$ cat src/rtl/button_event_decoder_pkg.sv
// Shared types for the button event decoder: channel state, hold-count width, event bundle.
package button_event_decoder_pkg;

  localparam int HOLD_W = 8;

  typedef enum logic [1:0] {
    ST_IDLE    = 2'd0,
    ST_PRESSED = 2'd1,
    ST_HELD    = 2'd2
  } btn_state_e;

  typedef struct packed {
    logic press;
    logic rls;
    logic lng;
    logic rpt;
    logic held;
  } btn_evt_t;

  // Widened compare so cnt = 255 still reaches any nonzero threshold.
  function automatic logic reached(input logic [HOLD_W-1:0] cnt,
                                   input logic [HOLD_W-1:0] thr);
    return (thr != '0) &&
           (({1'b0, cnt} + (HOLD_W+1)'(1)) >= {1'b0, thr});
  endfunction

endpackage

$ cat src/rtl/button_event_fsm.sv
// One button channel: IDLE/PRESSED/HELD with saturating hold counter.
// Latency 1 cycle from registered level to registered event; no backpressure.
module button_event_fsm
  import button_event_decoder_pkg::*;
(
  input  logic              clk,
  input  logic              rst,
  input  logic              btn,
  input  logic              tick,
  input  logic [HOLD_W-1:0] long_count,
  input  logic [HOLD_W-1:0] repeat_count,
  output btn_evt_t          evt
);

  btn_state_e        state_q, state_d;
  logic [HOLD_W-1:0] cnt_q, cnt_d, cnt_inc;
  btn_evt_t          evt_q, evt_d;

  assign cnt_inc = (cnt_q == '1) ? cnt_q : cnt_q + HOLD_W'(1);

  always_comb begin
    state_d = state_q;
    cnt_d   = cnt_q;
    evt_d   = '0;
    case (state_q)
      ST_IDLE: begin
        if (btn) begin
          state_d     = ST_PRESSED;
          cnt_d       = '0;
          evt_d.press = 1'b1;
        end
      end
      ST_PRESSED, ST_HELD: begin
        // Release has priority over a threshold reached in the same cycle.
        if (!btn) begin
          state_d   = ST_IDLE;
          cnt_d     = '0;
          evt_d.rls = 1'b1;
        end else if (tick) begin
          if (state_q == ST_PRESSED && reached(cnt_q, long_count)) begin
            state_d   = ST_HELD;
            cnt_d     = '0;
            evt_d.lng = 1'b1;
          end else if (state_q == ST_HELD && reached(cnt_q, repeat_count)) begin
            cnt_d     = '0;
            evt_d.rpt = 1'b1;
          end else begin
            cnt_d = cnt_inc;
          end
        end
      end
      default: begin
        state_d = ST_IDLE;
        cnt_d   = '0;
      end
    endcase
    evt_d.held = (state_d != ST_IDLE);
  end

  always_ff @(posedge clk) begin
    if (rst) begin
      state_q <= ST_IDLE;
      cnt_q   <= '0;
      evt_q   <= '0;
    end else begin
      state_q <= state_d;
      cnt_q   <= cnt_d;
      evt_q   <= evt_d;
    end
  end

  assign evt = evt_q;

endmodule

$ cat src/rtl/button_event_decoder.sv
// Decodes debounced buttons into press/release/long/repeat pulses and a held level.
// Latency 2 cycles from input register to outputs; no backpressure.
module button_event_decoder
  import button_event_decoder_pkg::*;
#(
  parameter int NBTN   = 5,
  parameter int TICK_W = 16
) (
  input  logic              clk,
  input  logic              rst,
  input  logic [NBTN-1:0]   btnDb,
  input  logic [TICK_W-1:0] tickDiv,
  input  logic [7:0]        longCount,
  input  logic [7:0]        repeatCount,
  output logic [NBTN-1:0]   btnPress,
  output logic [NBTN-1:0]   btnRelease,
  output logic [NBTN-1:0]   btnLong,
  output logic [NBTN-1:0]   btnRepeat,
  output logic [NBTN-1:0]   btnHeld
);

  logic [NBTN-1:0]   btn_reg_q, btn_reg_d;
  logic [TICK_W-1:0] presc_q, presc_d;
  logic              tick;
  btn_evt_t          evt [NBTN];

  logic [NBTN-1:0] press_q, press_d, rls_q, rls_d, lng_q, lng_d;
  logic [NBTN-1:0] rpt_q, rpt_d, held_q, held_d;

  // >= keeps the prescaler bounded if tickDiv is lowered while counting.
  assign tick      = (presc_q >= tickDiv);
  assign presc_d   = tick ? '0 : presc_q + TICK_W'(1);
  assign btn_reg_d = btnDb;

  for (genvar i = 0; i < NBTN; i++) begin : g_ch
    button_event_fsm u_fsm (
      .clk          (clk),
      .rst          (rst),
      .btn          (btn_reg_q[i]),
      .tick         (tick),
      .long_count   (longCount),
      .repeat_count (repeatCount),
      .evt          (evt[i])
    );
  end

  always_comb begin
    press_d = '0;
    rls_d   = '0;
    lng_d   = '0;
    rpt_d   = '0;
    held_d  = '0;
    for (int i = 0; i < NBTN; i++) begin
      press_d[i] = evt[i].press;
      rls_d[i]   = evt[i].rls;
      lng_d[i]   = evt[i].lng;
      rpt_d[i]   = evt[i].rpt;
      held_d[i]  = evt[i].held;
    end
  end

  always_ff @(posedge clk) begin
    if (rst) begin
      btn_reg_q <= '0;
      presc_q   <= '0;
      press_q   <= '0;
      rls_q     <= '0;
      lng_q     <= '0;
      rpt_q     <= '0;
      held_q    <= '0;
    end else begin
      btn_reg_q <= btn_reg_d;
      presc_q   <= presc_d;
      press_q   <= press_d;
      rls_q     <= rls_d;
      lng_q     <= lng_d;
      rpt_q     <= rpt_d;
      held_q    <= held_d;
    end
  end

  assign btnPress   = press_q;
  assign btnRelease = rls_q;
  assign btnLong    = lng_q;
  assign btnRepeat  = rpt_q;
  assign btnHeld    = held_q;

endmodule

$ cat config.mk
export PLATFORM = sky130hd
export DESIGN_NAME = button_event_decoder
export DESIGN_NICKNAME = d
export VERILOG_FILES = /design/src/rtl/button_event_decoder_pkg.sv /design/src/rtl/button_event_fsm.sv /design/src/rtl/button_event_decoder.sv
export SDC_FILE = /design/constraint.sdc
export NUM_CORES = 1
export LEC_CHECK = 0
export ABC_CLOCK_PERIOD_IN_PS = 3600
export CORE_MARGIN = 4
export CORE_UTILIZATION = 60
export CTS_BUF_LIST = sky130_fd_sc_hd__clkbuf_4 sky130_fd_sc_hd__clkbuf_8
export DETAILED_ROUTE_END_ITERATION = 8
export GPL_TIMING_DRIVEN = 0
export PLACE_DENSITY = 0.85
export SLEW_MARGIN = 20
export SYNTH_ARGS = -nofsm -noshare
export SYNTH_HDL_FRONTEND = slang
export SYNTH_SLANG_ARGS = --single-unit
$ cat constraint.sdc
create_clock -name clk -period 3.6 [get_ports clk]
set_input_delay 0.72 -clock clk [delete_from_list [all_inputs] [get_ports clk]]
set_output_delay 0.72 -clock clk [all_outputs]
set_load 0.1 [all_outputs]
-- Word level (Yosys, flattened, before mapping)
Cells that the tools add are included.
- flip-flop bits (word level): 121
- input port bits: 39
- output and inout port bits: 25
- logic and storage cells: 253
- $add $sub $neg: 11
- magnitude comparators: 11
- equality and inequality tests: 30
- mux-type cells: 80
- bitwise logic cells: 16
- reductions and logical operators: 63
- operators with widths (kind ; number):
    $mux W8 ; 30
    $ge A9 B8 Y1 ; 10
    $pmux W8 S2 ; 5
    $add A8 B1 Y9 const B ; 5
    $add A8 B1 Y8 const B ; 5
    $eq A8 B8 Y1 const B ; 5
    $mux W2 ; 20
    $reduce_or A2 Y1 ; 16
    $ne A5 B5 Y1 const B ; 5
    $reduce_or A5 Y1 ; 5
    $logic_and A1 B1 Y1 ; 20
    $mux W1 ; 20
    $pmux W2 S2 ; 5
    $reduce_or A4 Y1 ; 5
    $add A16 B1 Y16 const B ; 1
    $ge A16 B16 Y1 ; 1
    $not A1 Y1 ; 16
    $reduce_bool A8 Y1 ; 2
    $ne A3 B3 Y1 const B ; 5
    $reduce_and A3 Y1 ; 5
    $eq A2 B1 Y1 const B ; 5
    $eq A2 B2 Y1 const B ; 5
    $logic_not A2 Y1 ; 5
    $ne A2 B2 Y1 const B ; 5
    $reduce_bool A2 Y1 ; 5

-- Longest topological paths before layout
Gate-level depths: netlist of the first run.
- depth after elaboration: 9
- depth in mapped cells: 12
- depth with buffers taken out: 12

-- By module
A second synthesis of the first run with hierarchy kept.
- cell total of the unflattened synthesis: 1003
- area, all modules: 8513.2 µm²
- by module, submodules not included (module ; times used ; cells each ; area each (µm²) ; seq. area each (µm²)):
    button_event_fsm at g_ch[0].u_fsm ... ; 3 ; 165 ; 1298.7 ; 300.3
    button_event_decoder ; 1 ; 195 ; 2030.7 ; 920.9
    button_event_fsm at g_ch[4].u_fsm ; 1 ; 157 ; 1300.0 ; 300.3
    button_event_fsm at g_ch[2].u_fsm ; 1 ; 156 ; 1286.2 ; 300.3

-- Worst setup path before layout of the first run
Ideal clock, no wire load.
- kind: reg2reg
- start point: register g_ch[2].u_fsm.cnt_q[0]
- end point: register g_ch[2].u_fsm.cnt_q[2]
- setup time: 0.101 ns
- arrival time: 2.536 ns
- required time: 3.499 ns
- setup slack: 0.963 ns
- stages on the path, launching flop included: 13
- path buffers: 0
- clock period less this slack: 2.637 ns
- cell sequence: dfxtp_1 > ha_1 > nand3_2 > nor2_1 > xor2_1 > ha_1 > a21oi_1 > o21ai_0 > a21oi_1 > o22ai_4 > nor2_1 > nand3_1 > o41ai_1
- word-level cells in the longest chain between the ends: 9
- elaborated cells on any way between the ends: 17
- those cells by class: add/sub: 2; order compare: 2; eq/ne: 2; mux: 6; reduce/logical: 5
- ends and longest elaborated chain (what ; line ; RTL):
    start: declaration ; button_event_fsm.sv:16 ; logic [HOLD_W-1:0] cnt_q, cnt_d, cnt_inc;
    start signal: assignment ; button_event_fsm.sv:67 ; cnt_q <= cnt_d;
    $add A8 B1 Y9 ; button_event_decoder_pkg.sv:24 ; (({1'b0, cnt} + (HOLD_W+1)'(1)) >= {1'b0, thr});
    $ge A9 B8 Y1 ; button_event_decoder_pkg.sv:24 ;
    $logic_and A1 B1 Y1 ; button_event_decoder_pkg.sv:23 ; return (thr != '0) &&
    $logic_and A1 B1 Y1 ; button_event_fsm.sv:44 ; end else if (state_q == ST_HELD && reached(cnt_q, repeat_count)) begin
    $mux W8 ; button_event_fsm.sv:44 ;
    $mux W8 ; button_event_fsm.sv:40 ; if (state_q == ST_PRESSED && reached(cnt_q, long_count)) begin
    $mux W8 ; button_event_fsm.sv:39 ; end else if (tick) begin
    $mux W8 ; button_event_fsm.sv:35 ; if (!btn) begin
    $pmux W8 S2 ; button_event_fsm.sv:25 ; case (state_q)
Several ways; a longest one is shown, not always the timed one. The select of a mux whose other input is x is not followed.
A chain may end at the register's enable or synchronous reset.

-- Final worst setup path of the first run
- start point: register g_ch[1].u_fsm.cnt_q[0]
- end point: register g_ch[1].u_fsm.cnt_q[7]
- word-level cells in the longest chain between the ends: 9
- elaborated cells on any way between the ends: 17
- those cells by class: add/sub: 2; order compare: 2; eq/ne: 2; mux: 6; reduce/logical: 5
- ends and longest elaborated chain (what ; line):
    start: declaration ; button_event_fsm.sv:16
    start signal: assignment ; button_event_fsm.sv:67
    $add A8 B1 Y9 ; button_event_decoder_pkg.sv:24
    $ge A9 B8 Y1 ; button_event_decoder_pkg.sv:24
    $logic_and A1 B1 Y1 ; button_event_decoder_pkg.sv:23
    $logic_and A1 B1 Y1 ; button_event_fsm.sv:44
    $mux W8 ; button_event_fsm.sv:44
    $mux W8 ; button_event_fsm.sv:40
    $mux W8 ; button_event_fsm.sv:39
    $mux W8 ; button_event_fsm.sv:35
    $pmux W8 S2 ; button_event_fsm.sv:25
Several ways; a longest one is shown, not always the timed one. The select of a mux whose other input is x is not followed.

==> flow_metrics.py, run 1 <==
metrics = {
    "floorplanning": {
        "start_util": 0.610,
        "core-area_mm2": 0.0126,
        "rows": 41,
        "die_x_um": 121,
        "die_y_um": 121,
        "dieArea_mm2": 0.0146,
        "ioPinCount": 64,
    },
    "critical_path": {
        "cp_slowest_cell": "dfxtp_1",
        "path_max_fanout": 6,
        "critPathLaunchType": "flop",
        "worstPathRequired_ns": 3.97,
        "cp-end-kind": "flop",
        "path_delay_family": "compound AO/OA/AOI/OAI gates",
        "path_cells": "ha_1, nand3_1, or3_1, nand2_1, ha_1, a21oi_1, o21ai_0, a21oi_1, o22a_1, o2111ai_2, nor2_1, a22o_1",
        "cp.arrival_ns": 3.64,
        "slowest_delay_ns": 0.44,
        "critPathKind": "reg2reg",
        "path_buf_inv": 0,
    },
    "synthesis": {
        "synth_nets": 1049,
        "ys_async_sr_fraction": 0,
        "synth_edf_count": 0,
        "ys_types": 66,
        "synthesis.area_mm2": 0.00767,
        "ys_seq_elements": 121,
        "yosysWarningCount": 0,
        "syn_area_per_cell_um2": 8.63,
        "syn_inst": 888,
        "ys.flop_type": "dfxtp_1",
        "ys_seq_area_frac": 0.316,
    },
    "sta": {
        "final_hold_viol_count": 0,
        "clock.fmax_mhz": 305,
        "setup_viol": 0,
        "tightestPinTransition_ns": 0.985,
        "setup_slack_ns": 0.325,
        "setup_tns_ns": 0,
        "period_share": 0.910,
        "grt_setup_unrepaired": "false",
        "fin_crit_ns": 3.27,
        "slew_viol_final": 0,
        "relSlewSlack": 0.341,
        "finalClockSkew_ns": 0.0149,
    },
    "cells_and_area": {
        "diodes": 0,
        "layout_commonest_cell": "ha_1",
        "drive_above_1_share": 0.0682,
        "fin_nets": 1131,
        "final_cell_mix": "ha_1 (122), dfxtp_1 (121), nand2_1 (88)",
        "area_delta_synth_final_pct": 16.6,
        "final_util": 0.711,
        "fill_cells": 965,
        "stdcell_area_mm2": 0.00894,
    },
    "global_route": {
        "grt_max_degree": 17,
        "grt-ovfl-total": 0,
        "antenna_found_initial": 0,
        "grt_pass1_vias": 6379,
        "grt_pass1_wl_um": 30400,
        "grt_use_total": 0.261,
    },
    "clock_tree": {
        "cts_sinks": 121,
        "clock_path_buffers": 2,
        "htreeDepth": 4,
        "cts_buffers": 17,
        "clkSlewWorstSetupHoldPaths_ns": 0.07,
        "tritoncts": "done",
        "insertion_delay_ns": 0.45,
        "clockRootBuffer": "clkbuf_8",
    },
    "detailed_routing": {
        "vias": 6734,
        "drtIter0Drc": 517,
        "viasPerCell": 5.83,
        "drc": 0,
        "drt_wl_total_um": 18500,
        "drtPass1Iterations": 5,
        "ant_nets": 0,
        "wl_per_cell_um": 16.0,
    },
    "power_and_ir_drop": {
        "vdd_drop_max_v": 0.000233,
        "leakage_nw": 3.83,
        "power.density_mw_per_mm2": 339,
    },
    "run": {
        "cap_viol_max_count": 0,
    },
    "status": {
        "status": "finished, final reports clean",
    },
    "placed_design": {
        "dp_slack_ns": 0.0131,
        "hpwl_um": 14100,
        "dpl-instance-area_mm2": 0.00851,
        "port_buffers": 63,
        "gp_congestion": 0.877,
    },
    "hold_path": {
        "hold_path_class": "reg2reg",
    },
}
[report_power, final]
group          leakage, nW  internal (mW)  switching [mW]
clock                0.209          0.727           0.588
combinational         2.64          0.125           0.213
sequential           0.980           1.36          0.0173
[Yosys cell counts (4+ instances only)]
cell type | count | share of area
ha_1 | 122 | 0.20
dfxtp_1 | 121 | 0.32
nand2_1 | 88 | 0.043
a21oi_1 | 70 | 0.046
inv_1 | 55 | 0.027
nor2_1 | 53 | 0.026
nor2b_1 | 48 | 0.039
nand3_1 | 38 | 0.025
o21ai_0 | 38 | 0.025
xnor2_1 | 21 | 0.024
xor2_1 | 20 | 0.023
and3_1 | 16 | 0.013
nor3_1 | 14 | 0.0091
nand4_1 | 13 | 0.011
clkbuf_1 | 11 | 0.0054
a31oi_1 | 10 | 0.0082
o211ai_1 | 10 | 0.0098
or3_1 | 10 | 0.0082
nor4_1 | 8 | 0.0065
o311ai_0 | 8 | 0.0091
o32ai_1 | 8 | 0.0091
nor3b_1 | 7 | 0.0069
a211oi_1 | 6 | 0.0059
and2_1 | 6 | 0.0049
a21o_1 | 5 | 0.0049
a22o_1 | 5 | 0.0057
and4_1 | 5 | 0.0057
nand2b_1 | 5 | 0.0041
or2_2 | 5 | 0.0041
nand4b_1 | 4 | 0.0046
o41ai_1 | 4 | 0.0046
[cell type report]
class                           instances  area (µm²)  share of cell area
Buffer                                 18        80.1             0.00895
Clock buffer                           19         262              0.0292
Clock inverter                         13         166              0.0186
Inverter                               55         206              0.0231
Multi-Input combinational cell        694        4960               0.555
Sequential cell                       121        2420               0.271
Tap cell                              172         215              0.0241
Timing Repair Buffer                   63         631              0.0705
[logic make-up (layout without fill, tap and decap cells)]
kind of cell             count (synthesis)  in the layout  synth area share
AND/OR/NAND/NOR                        333            333             0.225
AO/OA/AOI/OAI                          197            197             0.174
adder cells (fa/ha/maj)                122            122             0.199
flip-flops                             121            121             0.316
buffers and inverters                   73            168            0.0374
XOR/XNOR                                41             41            0.0468
multiplexers                             1              1           0.00147
[state kept, by name, indices dropped and copies added, names as in the netlist]
| signal | count |
|---|---|
| btnHeld | 5 |
| btnLong | 5 |
| btnPress | 5 |
| btnRelease | 5 |
| btnRepeat | 5 |
| btn_reg_q | 5 |
| g_ch.u_fsm.cnt_q | 40 |
| g_ch.u_fsm.evt | 25 |
| g_ch.u_fsm.state_q | 10 |
| presc_q | 16 |
[metrics by stage]
stage / total power, mW / hold WS [ns] / cells
after detailed placement: 1.74 / 0.424 / 1123
after global placement: 1.73 / 0.417 / 1123
after floorplan: 1.62 / 0.414 / 888
final: 3.03 / 0.439 / 1155
after global routing: 3.15 / 0.448 / 1155
after CTS: 3.05 / 0.442 / 1155
[per-layer routing]
metal,routed length [µm],vias to the layer above,share of wire,track usage
met3,920,57,0.050,0.0462
met1,8020,3110,0.43,0.325
met5,0,-,0,0
li1,-,3368,-,-
met2,8870,199,0.48,0.438
met4,700,0,0.038,0.122
[timing repair]
item                                    4_1_cts  5_1_grt
gates resized for setup                       0        1
hold buffers                                  0        0
endpoints found under the setup margin        0        4
buffers inserted                              0        0
[final timing paths]
check | end | start | slack, ns | cells after the start
setup / recovery | g_ch[1].u_fsm.cnt_q[7] | g_ch[1].u_fsm.cnt_q[0] | 0.33 | 12
hold / removal | btnRelease[0] | g_ch[0].u_fsm.evt[3] | 0.44 | 1
setup reg to reg | g_ch[1].u_fsm.cnt_q[7] | g_ch[1].u_fsm.cnt_q[0] | 0.33 | 12
hold reg to reg | btnRelease[0] | g_ch[0].u_fsm.evt[3] | 0.44 | 1
(Power assumes the default switching activity.)
==> inputs of run 2 (changes only) <==
--- a/config.mk
+++ b/config.mk
@@ -6,12 +6,14 @@
 export NUM_CORES = 1
 export LEC_CHECK = 0
 export ABC_CLOCK_PERIOD_IN_PS = 3600
+export CORE_ASPECT_RATIO = 0.6
 export CORE_MARGIN = 4
 export CORE_UTILIZATION = 60
 export CTS_BUF_LIST = sky130_fd_sc_hd__clkbuf_4 sky130_fd_sc_hd__clkbuf_8
 export DETAILED_ROUTE_END_ITERATION = 8
 export GPL_TIMING_DRIVEN = 0
 export PLACE_DENSITY = 0.85
+export REMOVE_ABC_BUFFERS = 1
 export SLEW_MARGIN = 20
 export SYNTH_ARGS = -nofsm -noshare
 export SYNTH_HDL_FRONTEND = slang
==> flow_metrics.py, run 2 (synthesized netlist as in run 1, its figures left out) <==
metrics = {
    "status": {
        "status": "finished, final reports clean",
    },
    "placed_design": {
        "dp_slack_ns": -0.272,
        "gp_congestion": 0.905,
        "port_buffers": 63,
        "hpwl_um": 13400,
    },
    "sta": {
        "grt_setup_unrepaired": "false",
        "hold_ws_ns": 0.437,
        "period_share": 0.926,
        "setup_tns_ns": 0,
        "slew_viol_final": 0,
        "tightestPinTransition_ns": 0.994,
        "setup_slack_ns": 0.266,
        "relSlewSlack": 0.335,
        "finalClockSkew_ns": 0.0103,
        "clock.fmax_mhz": 300,
        "setup_viol": 0,
        "fin_crit_ns": 3.33,
        "final_hold_viol_count": 0,
    },
    "critical_path": {
        "worstPathRequired_ns": 3.91,
        "cp.arrival_ns": 3.64,
        "cp_slowest_cell": "dfxtp_1",
        "path_max_fanout": 7,
        "critPathKind": "reg2reg",
        "slowest_delay_ns": 0.46,
        "cp-end-kind": "flop",
        "path_cells": "ha_1, nand3_2, nor2_1, xor2_1, ha_1, a21oi_1, o21ai_0, a21oi_1, o211ai_1, nor2_2, nand3_1, o41ai_1",
        "critPathLaunchType": "flop",
    },
    "floorplanning": {
        "dieArea_mm2": 0.0147,
        "die_x_um": 154,
        "ioPinCount": 64,
        "die_y_um": 95.6,
        "start_util": 0.625,
        "rows": 31,
        "core-area_mm2": 0.0123,
    },
    "hold_path": {
        "hold_path_class": "reg2reg",
    },
    "clock_tree": {
        "insertion_delay_ns": 0.44,
        "tritoncts": "done",
        "clock_path_buffers": 2,
        "htreeDepth": 4,
        "clkSlewWorstSetupHoldPaths_ns": 0.07,
        "cts_sinks": 121,
        "clockRootBuffer": "clkbuf_8",
        "cts_hold_buf": 0,
        "cts_buffers": 17,
    },
    "cells_and_area": {
        "drive_above_1_share": 0.0693,
        "seqCellArea_mm2": 0.00242,
        "multi_input_area_mm2": 0.00497,
        "top_register": "g_ch.u_fsm.cnt_q",
        "fin_nets": 1115,
        "area_delta_synth_final_pct": 16.0,
        "final_cell_mix": "ha_1 (122), dfxtp_1 (121), nand2_1 (88)",
        "diodes": 0,
        "layout_commonest_cell": "ha_1",
        "largest_reg_flops": 40,
        "fill_cells": 958,
    },
    "run": {
        "cap_viol_max_count": 0,
    },
    "detailed_routing": {
        "viasPerCell": 5.93,
        "vias": 6716,
        "drtPass1Iterations": 5,
        "drc": 0,
        "ant_nets": 0,
        "drtIter0Drc": 490,
        "wl_per_cell_um": 16.2,
        "drt_wl_total_um": 18400,
    },
    "global_route": {
        "grt_use_total": 0.255,
        "grt-ovfl-total": 0,
        "grt_pass1_wl_um": 30300,
        "grt_pass1_vias": 6262,
        "grt_max_degree": 56,
        "antenna_found_initial": 1,
    },
    "power_and_ir_drop": {
        "power.density_mw_per_mm2": 339,
        "leakage_nw": 3.80,
        "vdd_drop_max_v": 0.000219,
    },
}
-- run 2: changes by cell type in the layout (fill, tap and decap cells not counted), sizes merged --
cell	previous run	this run
buf	6	3
clkdlybuf4s50	63	62
clkbuf	31	19
clkinvlp	3	4
inv	58	57
-- run 2: where the power goes --
group	switching [mW]	internal (mW)	total, mW
clock network	0.589	0.716	1.30
registers	0.0179	1.36	1.38
logic	0.209	0.124	0.333
total	0.816	2.20	3.02
-- run 2: per-layer routing --
layer,global-route usage,up-vias,part of all wire
met5,0,-,0
met4,0.0845,0,0.017
met3,0.0617,35,0.079
met2,0.399,267,0.43
met1,0.347,3070,0.48
li1,-,3344,-
-- run 2: area by class of cell --
class,instances,share of cell area
multi-input cells,694,0.559
flip-flops and latches,121,0.272
repair buffers,65,0.0741
clock buffers,19,0.0287
inverters,55,0.0232
well taps,165,0.0232
clock inverters,13,0.0190
-- run 2: critical path, delay by kind of cell (launching register included) --
| kind | cells | cell delay [ns] |
|---|---|---|
| and+or+nand+nor | 4 | 0.85 |
| adders and majority gates | 2 | 0.58 |
| AOI/OAI and AO/OA | 5 | 1.07 |
| DFF | 1 | 0.46 |
| xor gates and xnor gates | 1 | 0.25 |
-- run 2: worst paths after layout --
path,cells after the start,slack (ns),to,from
worst max-delay path,12,0.27,g_ch[2].u_fsm.cnt_q[2],g_ch[2].u_fsm.cnt_q[0]
worst min-delay path,1,0.44,btnRelease[2],g_ch[2].u_fsm.evt[3]
worst max register to register,12,0.27,g_ch[2].u_fsm.cnt_q[2],g_ch[2].u_fsm.cnt_q[0]
worst min register to register,1,0.44,btnRelease[2],g_ch[2].u_fsm.evt[3]
-- run 2: timing repair --
item,in CTS,in global routing
buffers inserted,0,0
endpoints found under the setup margin,0,5
gates resized for setup,0,3
-- run 2: through the flow --
step / utilization / power [mW] / instances / instance area, µm²
floorplan: - / 1.61 / 870 / 7590
global placement: 0.687 / 1.72 / 1098 / 8420
detailed placement: 0.690 / 1.74 / 1100 / 8460
CTS: 0.724 / 3.03 / 1132 / 8880
global route: 0.726 / 3.13 / 1132 / 8890
finish: 0.726 / 3.02 / 1132 / 8890
==> inputs of run 3 (changes only) <==
--- a/config.mk
+++ b/config.mk
@@ -12,9 +12,9 @@
 export CTS_BUF_LIST = sky130_fd_sc_hd__clkbuf_4 sky130_fd_sc_hd__clkbuf_8
 export DETAILED_ROUTE_END_ITERATION = 8
 export GPL_TIMING_DRIVEN = 0
-export PLACE_DENSITY = 0.85
-export REMOVE_ABC_BUFFERS = 1
+export PLACE_DENSITY = 0.84
 export SLEW_MARGIN = 20
 export SYNTH_ARGS = -nofsm -noshare
 export SYNTH_HDL_FRONTEND = slang
+export SYNTH_HIERARCHICAL = 1
 export SYNTH_SLANG_ARGS = --single-unit
==> flow_metrics.py, run 3 <==
metrics = {
    "global_route": {
        "antenna_found_initial": 0,
        "grt_use_total": 0.269,
        "grt-ovfl-total": 0,
        "grt_pass1_wl_um": 35500,
        "grt_pass1_vias": 7246,
        "grt_max_degree": 30,
    },
    "sta": {
        "fin_crit_ns": 3.47,
        "setup_tns_ns": 0,
        "tightestPinTransition_ns": 1.10,
        "relSlewSlack": 0.260,
        "hold_ws_ns": 0.438,
        "setup_viol": 0,
        "finalClockSkew_ns": 0.0161,
        "setup_slack_ns": 0.127,
        "final_hold_viol_count": 0,
        "clock.fmax_mhz": 288,
        "grt_setup_unrepaired": "false",
        "period_share": 0.965,
        "slew_viol_final": 0,
    },
    "clock_tree": {
        "clkSlewWorstSetupHoldPaths_ns": 0.07,
        "cts_hold_buf": 0,
        "htreeDepth": 4,
        "clockRootBuffer": "clkbuf_8",
        "clock_path_buffers": 2,
        "cts_sinks": 121,
        "tritoncts": "done",
        "cts_buffers": 17,
        "insertion_delay_ns": 0.45,
    },
    "power_and_ir_drop": {
        "leakage_nw": 4.17,
        "power.density_mw_per_mm2": 322,
        "vdd_drop_max_v": 0.000237,
        "p_total_mw": 3.18,
    },
    "critical_path": {
        "path_max_fanout": 10,
        "critPathKind": "in2reg",
        "reg2reg_depth": 11,
        "timing.rr.end": "g_ch[0].u_fsm/cnt_q[7]",
        "worstPathRequired_ns": 3.98,
        "cp-end-kind": "flop",
        "regToRegStartpoint": "g_ch[0].u_fsm/cnt_q[0]",
        "critPathLaunchType": "input port",
        "regToRegSetupSlack_ns": 0.29,
        "cp.arrival_ns": 3.85,
        "worstSetupStartpoint": "tickDiv[6]",
    },
    "synthesis": {
        "ys_seq_area_frac": 0.285,
        "synth_edf_count": 0,
        "syn_area_per_cell_um2": 8.49,
        "ys_seq_elements": 121,
        "synth_area_leaders": "dfxtp_1 (28%), ha_1 (18%), inv_1 (5.1%), a21oi_1 (4.5%), nand2_1 (4.1%)",
        "yosysTopAreaCell": "dfxtp_1",
        "yosysWarningCount": 6,
        "synthTopCellsByCount": "ha_1 (122), dfxtp_1 (121), inv_1 (116)",
        "ys_types": 68,
        "synthesis.area_mm2": 0.00851,
        "synth_nets": 1164,
        "synthDominantCellAreaShare": 0.285,
        "ys_async_sr_fraction": 0,
        "syn_inst": 1003,
        "yosysMostFrequentCell": "ha_1",
        "ys.flop_type": "dfxtp_1",
    },
    "cells_and_area": {
        "fin_nets": 1248,
        "stdcell_area_mm2": 0.00989,
        "largest_reg_flops": 40,
        "final_cells": 1291,
        "drive_above_1_share": 0.0919,
        "multi_input_area_mm2": 0.00562,
        "fill_cells": 1069,
        "top_register": "g_ch.u_fsm/cnt_q",
        "area_delta_synth_final_pct": 16.2,
        "final_util": 0.717,
        "diodes": 0,
        "final_cell_mix": "ha_1 (122), dfxtp_1 (121), inv_1 (116)",
        "seqCellArea_mm2": 0.00242,
        "layout_commonest_cell": "ha_1",
    },
    "placed_design": {
        "dpl-instance-area_mm2": 0.00938,
        "dp_cells": 1258,
        "hpwl_um": 15700,
        "port_buffers": 63,
        "gp_congestion": 0.864,
        "dp_slack_ns": -0.860,
    },
    "hold_path": {
        "hold_path_class": "reg2reg",
        "hold_end": "btnPress[0]",
        "min-delay-start": "g_ch[0].u_fsm/evt[4]",
        "hold-path-cell-count": 1,
    },
    "detailed_routing": {
        "drtIter0Drc": 783,
        "ant_nets": 0,
        "drt_wl_total_um": 21800,
        "vias": 7724,
        "viasPerCell": 5.98,
        "drtPass1Iterations": 5,
        "wl_per_cell_um": 16.9,
        "drc": 0,
    },
    "run": {
        "cap_viol_max_count": 0,
    },
    "floorplanning": {
        "core-area_mm2": 0.0138,
        "die_x_um": 162,
        "die_y_um": 100,
        "start_util": 0.617,
        "ioPinCount": 64,
        "rows": 33,
        "dieArea_mm2": 0.0162,
    },
    "status": {
        "status": "finished, final reports clean",
    },
}
[run 3: final cells by class]
class	count	area share
inverter	117	0.0444
sequential	121	0.245
timing repair buffer	65	0.0648
clock buffer	18	0.0251
multi-input combinational	749	0.568
tap	192	0.0243
clock inverter	13	0.0197
buffer	16	0.00873
[run 3: worst max-delay path by stage]
| stage | endpoint | cells after the start |
|---|---|---|
| after floorplan | g_ch[0].u_fsm/cnt_q[3] | 12 |
| after global placement | g_ch[3].u_fsm/cnt_q[4] | 13 |
| after detailed placement | g_ch[4].u_fsm/cnt_q[5] | 13 |
| after CTS | g_ch[1].u_fsm/cnt_q[3] | 13 |
| after global routing | g_ch[0].u_fsm/cnt_q[4] | 13 |
| final | g_ch[1].u_fsm/cnt_q[1] | 14 |
[run 3: power breakdown]
part	leakage, nW	switching [mW]	internal (mW)	total, mW
Sequential	0.980	0.0208	1.36	1.38
Clock	0.212	0.602	0.775	1.38
Combinational	2.98	0.267	0.154	0.420
Total	4.17	0.889	2.29	3.18
[run 3: logic make-up (layout without fill, tap and decap cells)]
family                   count (synthesis)  in the layout  share of synthesized area
buffers and inverters                  133            229                     0.0617
adder cells (fa/ha/maj)                122            122                      0.179
AND/OR/NAND/NOR                        368            368                      0.248
XOR/XNOR                                41             41                     0.0422
AO/OA/AOI/OAI                          218            218                      0.185
flip-flops                             121            121                      0.285
[run 3: worst max-delay path: stages]
cell             delay [ns]
clkdlybuf4s50_1        0.45
inv_1                  0.05
ha_1                   0.31
and3_4                 0.20
a221oi_2               0.41
o2bb2ai_4              0.18
or3_4                  0.51
nand3b_1               0.21
a21boi_4               0.17
o31ai_2                0.11
buf_4                  0.24
nand2_1                0.08
o41a_1                 0.12
nor2_1                 0.09
[run 3: repair_timing]
item | CTS | global route
setup buffers | 2 | 0
hold endpoints to repair | 0 | 0
endpoints found under the setup margin | 24 | 19
gates resized for setup | 3 | 7
pin swaps | 1 | 1
[run 3: per-layer routing]
layer / vias to the layer above / share of wire / GRT usage
met4: 0 / 0.014 / 0.0760
li1: 3745 / - / -
met3: 35 / 0.084 / 0.0562
met2: 313 / 0.43 / 0.420
met1: 3631 / 0.47 / 0.379
met5: - / 0 / 0
